File: config.mk
export PLATFORM = sky130hd
export DESIGN_NAME = fifo_uart_tx
export DESIGN_NICKNAME = d
export VERILOG_FILES = /design/src/rtl/fifo_uart_tx.sv
export SDC_FILE = /design/constraint.sdc
export NUM_CORES = 1
export LEC_CHECK = 0
export ABC_AREA = 1
export BUFFER_PORTS_ARGS = -buffer_cell sky130_fd_sc_hd__buf_2
export CAP_MARGIN = 20
export CORE_UTILIZATION = 45
export DETAILED_ROUTE_END_ITERATION = 6
export GPL_TIMING_DRIVEN = 0
export PLACE_DENSITY = 0.64
export SLEW_MARGIN = 25
export SYNTH_ARGS = -nofsm -noshare
export SYNTH_HDL_FRONTEND = slang
export SYNTH_SLANG_ARGS = --single-unit
File: constraint.sdc
create_clock -name clock -period 1.4 [get_ports clock]
set_clock_uncertainty 0.1 [all_clocks]
set_input_delay 0.28 -clock clock [delete_from_list [all_inputs] [get_ports clock]]
set_output_delay 0.28 -clock clock [all_outputs]
set_load 0.005 [all_outputs]
File: src/rtl/fifo_uart_tx.sv
`default_nettype none
// ----------------------------------------------------------------------------
// fifo_uart_tx : UART transmitter that pops bytes from a TX FIFO and
//                serialises start / data LSB-first / [parity] / stop.
// Revision     : 1.0
// ----------------------------------------------------------------------------
module fifo_uart_tx #(
  parameter int data_width     = 8,
  parameter int clocks_per_bit = 16,
  parameter int stop_bits      = 1,
  parameter int parity_enable  = 0,
  parameter int parity_odd     = 0
) (
  input  logic                  clock,
  input  logic                  reset,
  input  logic                  enable,
  input  logic                  fifo_empty,
  input  logic [data_width-1:0] fifo_data_in,
  output logic                  fifo_read_enable,
  output logic                  tx,
  output logic                  busy,
  output logic                  frame_done
);

  localparam int BAUD_W = $clog2(clocks_per_bit);
  localparam int BIT_W  = $clog2(data_width + 1);

  localparam logic [BAUD_W-1:0] BAUD_LAST  = BAUD_W'(clocks_per_bit - 1);
  localparam logic [BAUD_W-1:0] BAUD_PRE   = BAUD_W'(clocks_per_bit - 2);
  localparam logic [BIT_W-1:0]  DATA_LAST  = BIT_W'(data_width - 1);
  localparam logic [BIT_W-1:0]  STOP_LAST  = BIT_W'(stop_bits - 1);
  localparam logic              ODD_SEED   = (parity_odd != 0);

  typedef enum logic [2:0] {
    IDLE   = 3'd0,
    POP    = 3'd1,
    LOAD   = 3'd2,
    START  = 3'd3,
    DATA   = 3'd4,
    PARITY = 3'd5,
    STOP   = 3'd6
  } state_t;

  state_t                state;
  logic [BAUD_W-1:0]     baud_cnt;
  logic [BIT_W-1:0]      bit_cnt;
  logic [data_width-1:0] shift_reg;
  logic                  parity_bit;

  logic                  baud_last;
  logic                  stop_last_bit;
  logic                  pop_now;
  logic [data_width-1:0] shift_next;

  assign baud_last     = (baud_cnt == BAUD_LAST);
  assign stop_last_bit = (bit_cnt == STOP_LAST);
  assign pop_now       = enable && !fifo_empty;
  assign shift_next    = shift_reg >> 1;

  // All outputs are registered: each branch loads the value the line/flags
  // must carry in the cycle that follows the edge.
  always_ff @(posedge clock or posedge reset) begin
    if (reset) begin
      state            <= IDLE;
      baud_cnt         <= '0;
      bit_cnt          <= '0;
      shift_reg        <= '0;
      parity_bit       <= 1'b0;
      tx               <= 1'b1;
      busy             <= 1'b0;
      fifo_read_enable <= 1'b0;
      frame_done       <= 1'b0;
    end else begin
      fifo_read_enable <= 1'b0;
      frame_done       <= 1'b0;
      case (state)
        IDLE: begin
          tx <= 1'b1;
          if (pop_now) begin
            state            <= POP;
            busy             <= 1'b1;
            fifo_read_enable <= 1'b1;
          end
        end
        POP: begin
          state <= LOAD;
        end
        LOAD: begin
          shift_reg  <= fifo_data_in;
          parity_bit <= (^fifo_data_in) ^ ODD_SEED;
          baud_cnt   <= '0;
          bit_cnt    <= '0;
          tx         <= 1'b0;
          state      <= START;
        end
        START: begin
          if (baud_last) begin
            baud_cnt <= '0;
            tx       <= shift_reg[0];
            state    <= DATA;
          end else begin
            baud_cnt <= baud_cnt + 1'b1;
          end
        end
        DATA: begin
          if (baud_last) begin
            baud_cnt <= '0;
            if (bit_cnt == DATA_LAST) begin
              bit_cnt <= '0;
              if (parity_enable != 0) begin
                tx    <= parity_bit;
                state <= PARITY;
              end else begin
                tx    <= 1'b1;
                state <= STOP;
              end
            end else begin
              bit_cnt   <= bit_cnt + 1'b1;
              shift_reg <= shift_next;
              tx        <= shift_next[0];
            end
          end else begin
            baud_cnt <= baud_cnt + 1'b1;
          end
        end
        PARITY: begin
          if (baud_last) begin
            baud_cnt <= '0;
            bit_cnt  <= '0;
            tx       <= 1'b1;
            state    <= STOP;
          end else begin
            baud_cnt <= baud_cnt + 1'b1;
          end
        end
        STOP: begin
          tx <= 1'b1;
          // Raised one edge early so the pulse lands on the final stop cycle.
          frame_done <= (baud_cnt == BAUD_PRE) && stop_last_bit;
          if (baud_last) begin
            baud_cnt <= '0;
            if (stop_last_bit) begin
              bit_cnt <= '0;
              if (pop_now) begin
                state            <= POP;
                fifo_read_enable <= 1'b1;
              end else begin
                state <= IDLE;
                busy  <= 1'b0;
              end
            end else begin
              bit_cnt <= bit_cnt + 1'b1;
            end
          end else begin
            baud_cnt <= baud_cnt + 1'b1;
          end
        end
        default: begin
          state <= IDLE;
          tx    <= 1'b1;
          busy  <= 1'b0;
        end
      endcase
    end
  end

endmodule
`default_nettype wire

* Word-level counts from Yosys, hierarchy flattened *
Cells that the tools add are included.

word-level totals
  output and inout port bits = 4
  flip-flop bits (word level) = 23
  word-level logic and storage cells = 80

operators by class
  bitwise logic cells = 2
  equal/unequal tests = 18
  reductions and logical operators = 15
  add/sub/neg operators = 2
  muxes and demuxes = 35

operator list
  cell                                                                   number
  4-bit two-way mux                                                      6
  3-bit two-way mux                                                      7
  3-bit one-hot mux with 7 select lines                                  1
  2-bit inequality test, second input constant                           9
  8-bit two-way mux                                                      2
  4-bit one-hot mux with 4 select lines                                  1
  8-bit one-hot mux with 2 select lines                                  1
  1-bit two-way mux                                                      13
  3-bit equality test, second input constant                             3
  4-bit by 1-bit adder with 4-bit output, second input constant          2
  4-bit equality test, second input constant                             2
  4-bit one-hot mux with 2 select lines                                  1
  4-bit AND reduction                                                    2
  7-bit AND reduction                                                    1
  3-bit by 2-bit equality test with 1-bit output, second input constant  2
  1-bit one-hot mux with 5 select lines                                  1
  5-bit AND reduction                                                    1
  5-bit OR reduction                                                     1
  4-bit by 3-bit equality test with 1-bit output, second input constant  1
  4-bit zero test                                                        1
  2-bit nonzero test                                                     2
  4-bit nonzero test                                                     1
  4-bit OR reduction                                                     1
  3-bit by 1-bit equality test with 1-bit output, second input constant  1
  other kinds (7)                                                        9

* Depth between registers and ports, before layout *
  depth in word-level cells = 6
  depth in mapped cells = 9
  depth with buffers taken out = 8

* Worst setup path after synthesis *
Ideal clock, no wire load.

  path kind = register to register
  from = reg baud_cnt[1]
  to = reg bit_cnt[2]
  path slack = -0.001 ns
  stages on the path, launching flop included = 7
  required time = 1.181 ns
  path buffers = 0
  arrival = 1.182 ns
  period minus slack after synthesis = 1.401 ns
  library setup time = 0.119 ns
  path through = dfrtp_1 -> ha_1 -> nand3_4 -> o21ai_4 -> inv_2 -> a21oi_1 -> nor2_1

on the way
  word-level cells in the longest chain between the ends = 3

RTL lines
  item                               RTL line  RTL
  from (decl)                        45        logic [BAUD_W-1:0] baud_cnt;
  from (signal assigned)             102       baud_cnt <= baud_cnt + 1'b1;
  from (signal assigned)             123       baud_cnt <= baud_cnt + 1'b1;
  from (signal assigned)             133       baud_cnt <= baud_cnt + 1'b1;
  4-bit equality test (*)            55        assign baud_last = (baud_cnt == BAUD_LAST);
  2-bit inequality test (no line)    --
  4-bit AND reduction (no line) (*)  --
  to (signal assigned)               118       bit_cnt <= bit_cnt + 1'b1;
  to (signal assigned)               152       bit_cnt <= bit_cnt + 1'b1;
  to (decl)                          46        logic [BIT_W-1:0] bit_cnt;

Every way passes the cells marked *; elsewhere a longest branch is shown, timed or not.
A chain may end at the register's enable or synchronous reset.

* Worst setup path after layout *
  from = reg baud_cnt[1]
  to = reg shift_reg[4]

on the way
  word-level cells in the longest chain between the ends = 3

RTL lines
  item                             RTL line  RTL
  4-bit equality test              55
  2-bit inequality test (no line)  --
  3-bit AND reduction (no line)    --
  to (signal assigned)             89        shift_reg <= fifo_data_in;
  to (signal assigned)             119       shift_reg <= shift_next;
  to (decl)                        47        logic [data_width-1:0] shift_reg;

No other way between the ends.

==> results.txt <==
Post-Syn Area - 1460 µm²
Max reg flops - 8
FF-to-FF path depth - 7
Num CTS Buffers - 3
Synth-to-layout area growth - 26.1%
WL per Instance - 12.4 µm
Die Area - 3470 µm²
Synthesized area per cell - 7.97 µm²
Failing checks - negative setup slack
Critical path endpoint category - flop
Hold violation count in the final report - 0
Largest net degree at the start of global routing - 24
Antenna viol nets, final - 0
Slowest cell on the critical path - dfrtp_1
Minimum clock period - 1440 ps
Die X - 58.9 µm
Top cells by area, synth - dfrtp_1, nand2_1, nand3_1
Yosys warnings - 0
Clk Latency, worst-skew pair - 310 ps
Fmax - 0.695 GHz
Post-layout nets - 238
R2R Path End - shift_reg[4]$_DFFE_PP0P_
Critical path type - flop to flop
Most frequent cell after synthesis - nand2_1
Core Region - 3050 µm²
GRT Total Usage - 20.6%
P per Cell Area - 1790 nW/µm²
Worst endpoint data arrival time - 1550 ps
Max Transition Viols Final - 0
Hold WS - 29.6 ps
Cell taking the most area after synthesis - dfrtp_1
RSZ-0062 raised after global routing - yes
Worst R2R Start - baud_cnt[1]$_DFFE_PP0P_
Clk sinks - 23
Final-report setup violation count - 12
MaxCap Viol Count - 0
Most used cell, CP - nand2_1
Vias - 1288
CP Cell Sequence - ha_4, nand3_4, buf_4, nand2_4, nand2_8, nand2_1, nand2_1
CP Launch Type - flop
Mapped Cells - 183
EDFF count, synth - 0
Slew margin rel. - 41.6%
Max stage delay on crit path - 430 ps
Layout cell share with drive strength beyond 1 - 35.7%
H-tree level count - 1
Async SR Flop Fraction - 100%
HP Class - input pin to async pin
Synthesized Nets - 199
Req. time, crit path - 1510 ps
Slew @ Worst Pin - 875 ps
Vias in the first global route - 1245
Root Driver - clkbuf_4
Top cells by count, synth - nand2_1, nand3_1, dfrtp_1
DR pass1 iterations - 4
Initial antenna violation count - 0
Initial Util - 47.7%
CTS tree - done
Synth top area share - 37.8%
Vias per cell - 4.86
Remaining global-route overflow - 0
Max clock buf depth - 2
Max VDD drop - 0.932 mV
First-pass GRT wire length - 5410 µm
Register-to-register setup slack - -40 ps
Gpl congestion - 0.812
Io pins - 16
Placed wire-length estimate - 2200 µm
Row count - 20
Prevailing post-synth register cell - dfrtp_1
Synth cell types - 25
Leakage power - 0.986 nW
Crit-path max FO - 8
Final Core Density - 60.2%
IO Port Bufs - 15
First DRT Iteration DRCs - 44
Worst setup margin - -39.0 ps
# diodes - 0
Post-synthesis register bit count - 23
Reg clk slew, reported paths - 130 ps
DRC viols - 0
Die height - 58.9 µm
Final Cycle Share - 103%
Total length of routed wires - 3280 µm
Fillers - 292
Outcome - finished, violations left
Seq/Total Area, Yosys - 39.6%
-- worst max path at each step --
stage                     slack, ps               startpoint                       end  cells past startpoint
after CTS                       -40     state[0]$_DFFE_PP0P_  shift_reg[4]$_DFFE_PP0P_                      8
final                           -40  baud_cnt[1]$_DFFE_PP0P_  shift_reg[4]$_DFFE_PP0P_                      7
after detailed placement       -150  baud_cnt[1]$_DFFE_PP0P_    bit_cnt[2]$_DFFE_PP0P_                      6
after global routing           -100  baud_cnt[0]$_DFFE_PP0P_  shift_reg[3]$_DFFE_PP0P_                      7
after global placement          -90  baud_cnt[1]$_DFFE_PP0P_    bit_cnt[2]$_DFFE_PP0P_                      6
after floorplan                  20  baud_cnt[1]$_DFFE_PP0P_    bit_cnt[2]$_DFFE_PP0P_                      6
-- metal layers --
metal,part of all wire (%),up-vias,global-route usage (%)
met5,0,-,0
met4,0.85,0,7.14
met3,1.6,4,1.98
met2,50,13,35.1
met1,47,604,27.1
li1,-,667,-
-- logic make-up after synthesis --
kind of cell | after synthesis | share of synthesized area [%]
adder cells (fa/ha/maj) | 4 | 3.43
XOR/XNOR | 2 | 1.20
AND/OR/NAND/NOR | 126 | 45.2
AO/OA/AOI/OAI | 11 | 5.24
buffers and inverters | 17 | 5.41
flip-flops | 23 | 39.6
-- power breakdown --
| part | switching [mW] | total (mW) | internal, mW |
|---|---|---|---|
| registers | 0.176 | 1.09 | 0.918 |
| clock network | 0.202 | 0.313 | 0.111 |
| logic | 1.15 | 1.87 | 0.722 |
| total | 1.53 | 3.28 | 1.75 |
-- layout by cell type (no fill, tap or decap), types with 2 or more instances in the layout --
cell and instances:
nand2_8 3, buf_4 19, dfrtp_1 20, nand2_4 6
inv_1 10, nand3_2 2, buf_6 2, nor2_2 4
nand3_1 24, o21ai_2 2, buf_2 15, a21oi_1 2
nand2_1 66, o21ai_0 3, clkbuf_4 3, dfrtp_2 2
xor2_1 2, nand2_2 5, nor2_1 6, ha_4 2
inv_2 4, nand4_1 6, nand3_4 2
-- worst max-delay path: cells and delay by family, from the launching register on --
family | cells | cell delay (ps)
simple gates | 5 | 450
flops | 1 | 430
buf+inv | 1 | 180
fa+ha+maj | 1 | 160
-- stage by stage --
step	total power, mW	setup TNS, ps	worst slack, ps	cells	area, µm²
floorplan	2.38	0	16.1	183	1460
global placement	2.66	-929	-90.3	242	1590
global route	3.57	-1380	-104	265	1840
finish	3.28	-211	-39.0	265	1840
detailed placement	2.73	-1470	-153	242	1590
CTS	3.22	-289	-37.6	260	1770
-- final cells by class --
class / count / area (µm²) / share of cell area [%]
multi-input combinational: 143 / 878 / 47.8
sequential: 23 / 579 / 31.5
timing repair buffer: 34 / 218 / 11.8
inverter: 15 / 58.8 / 3.20
tap: 44 / 55.1 / 3.00
clock buffer: 4 / 26.3 / 1.43
buffer: 2 / 22.5 / 1.23
-- what timing repair did --
action,CTS,global route
endpoints found under the setup margin,17,22
hold buffers,0,0
resized for setup,10,13
buffers inserted,14,5
endpoints found under the hold margin,0,0
pin swaps,9,6
Note: power is estimated with default switching activity, not from simulation.
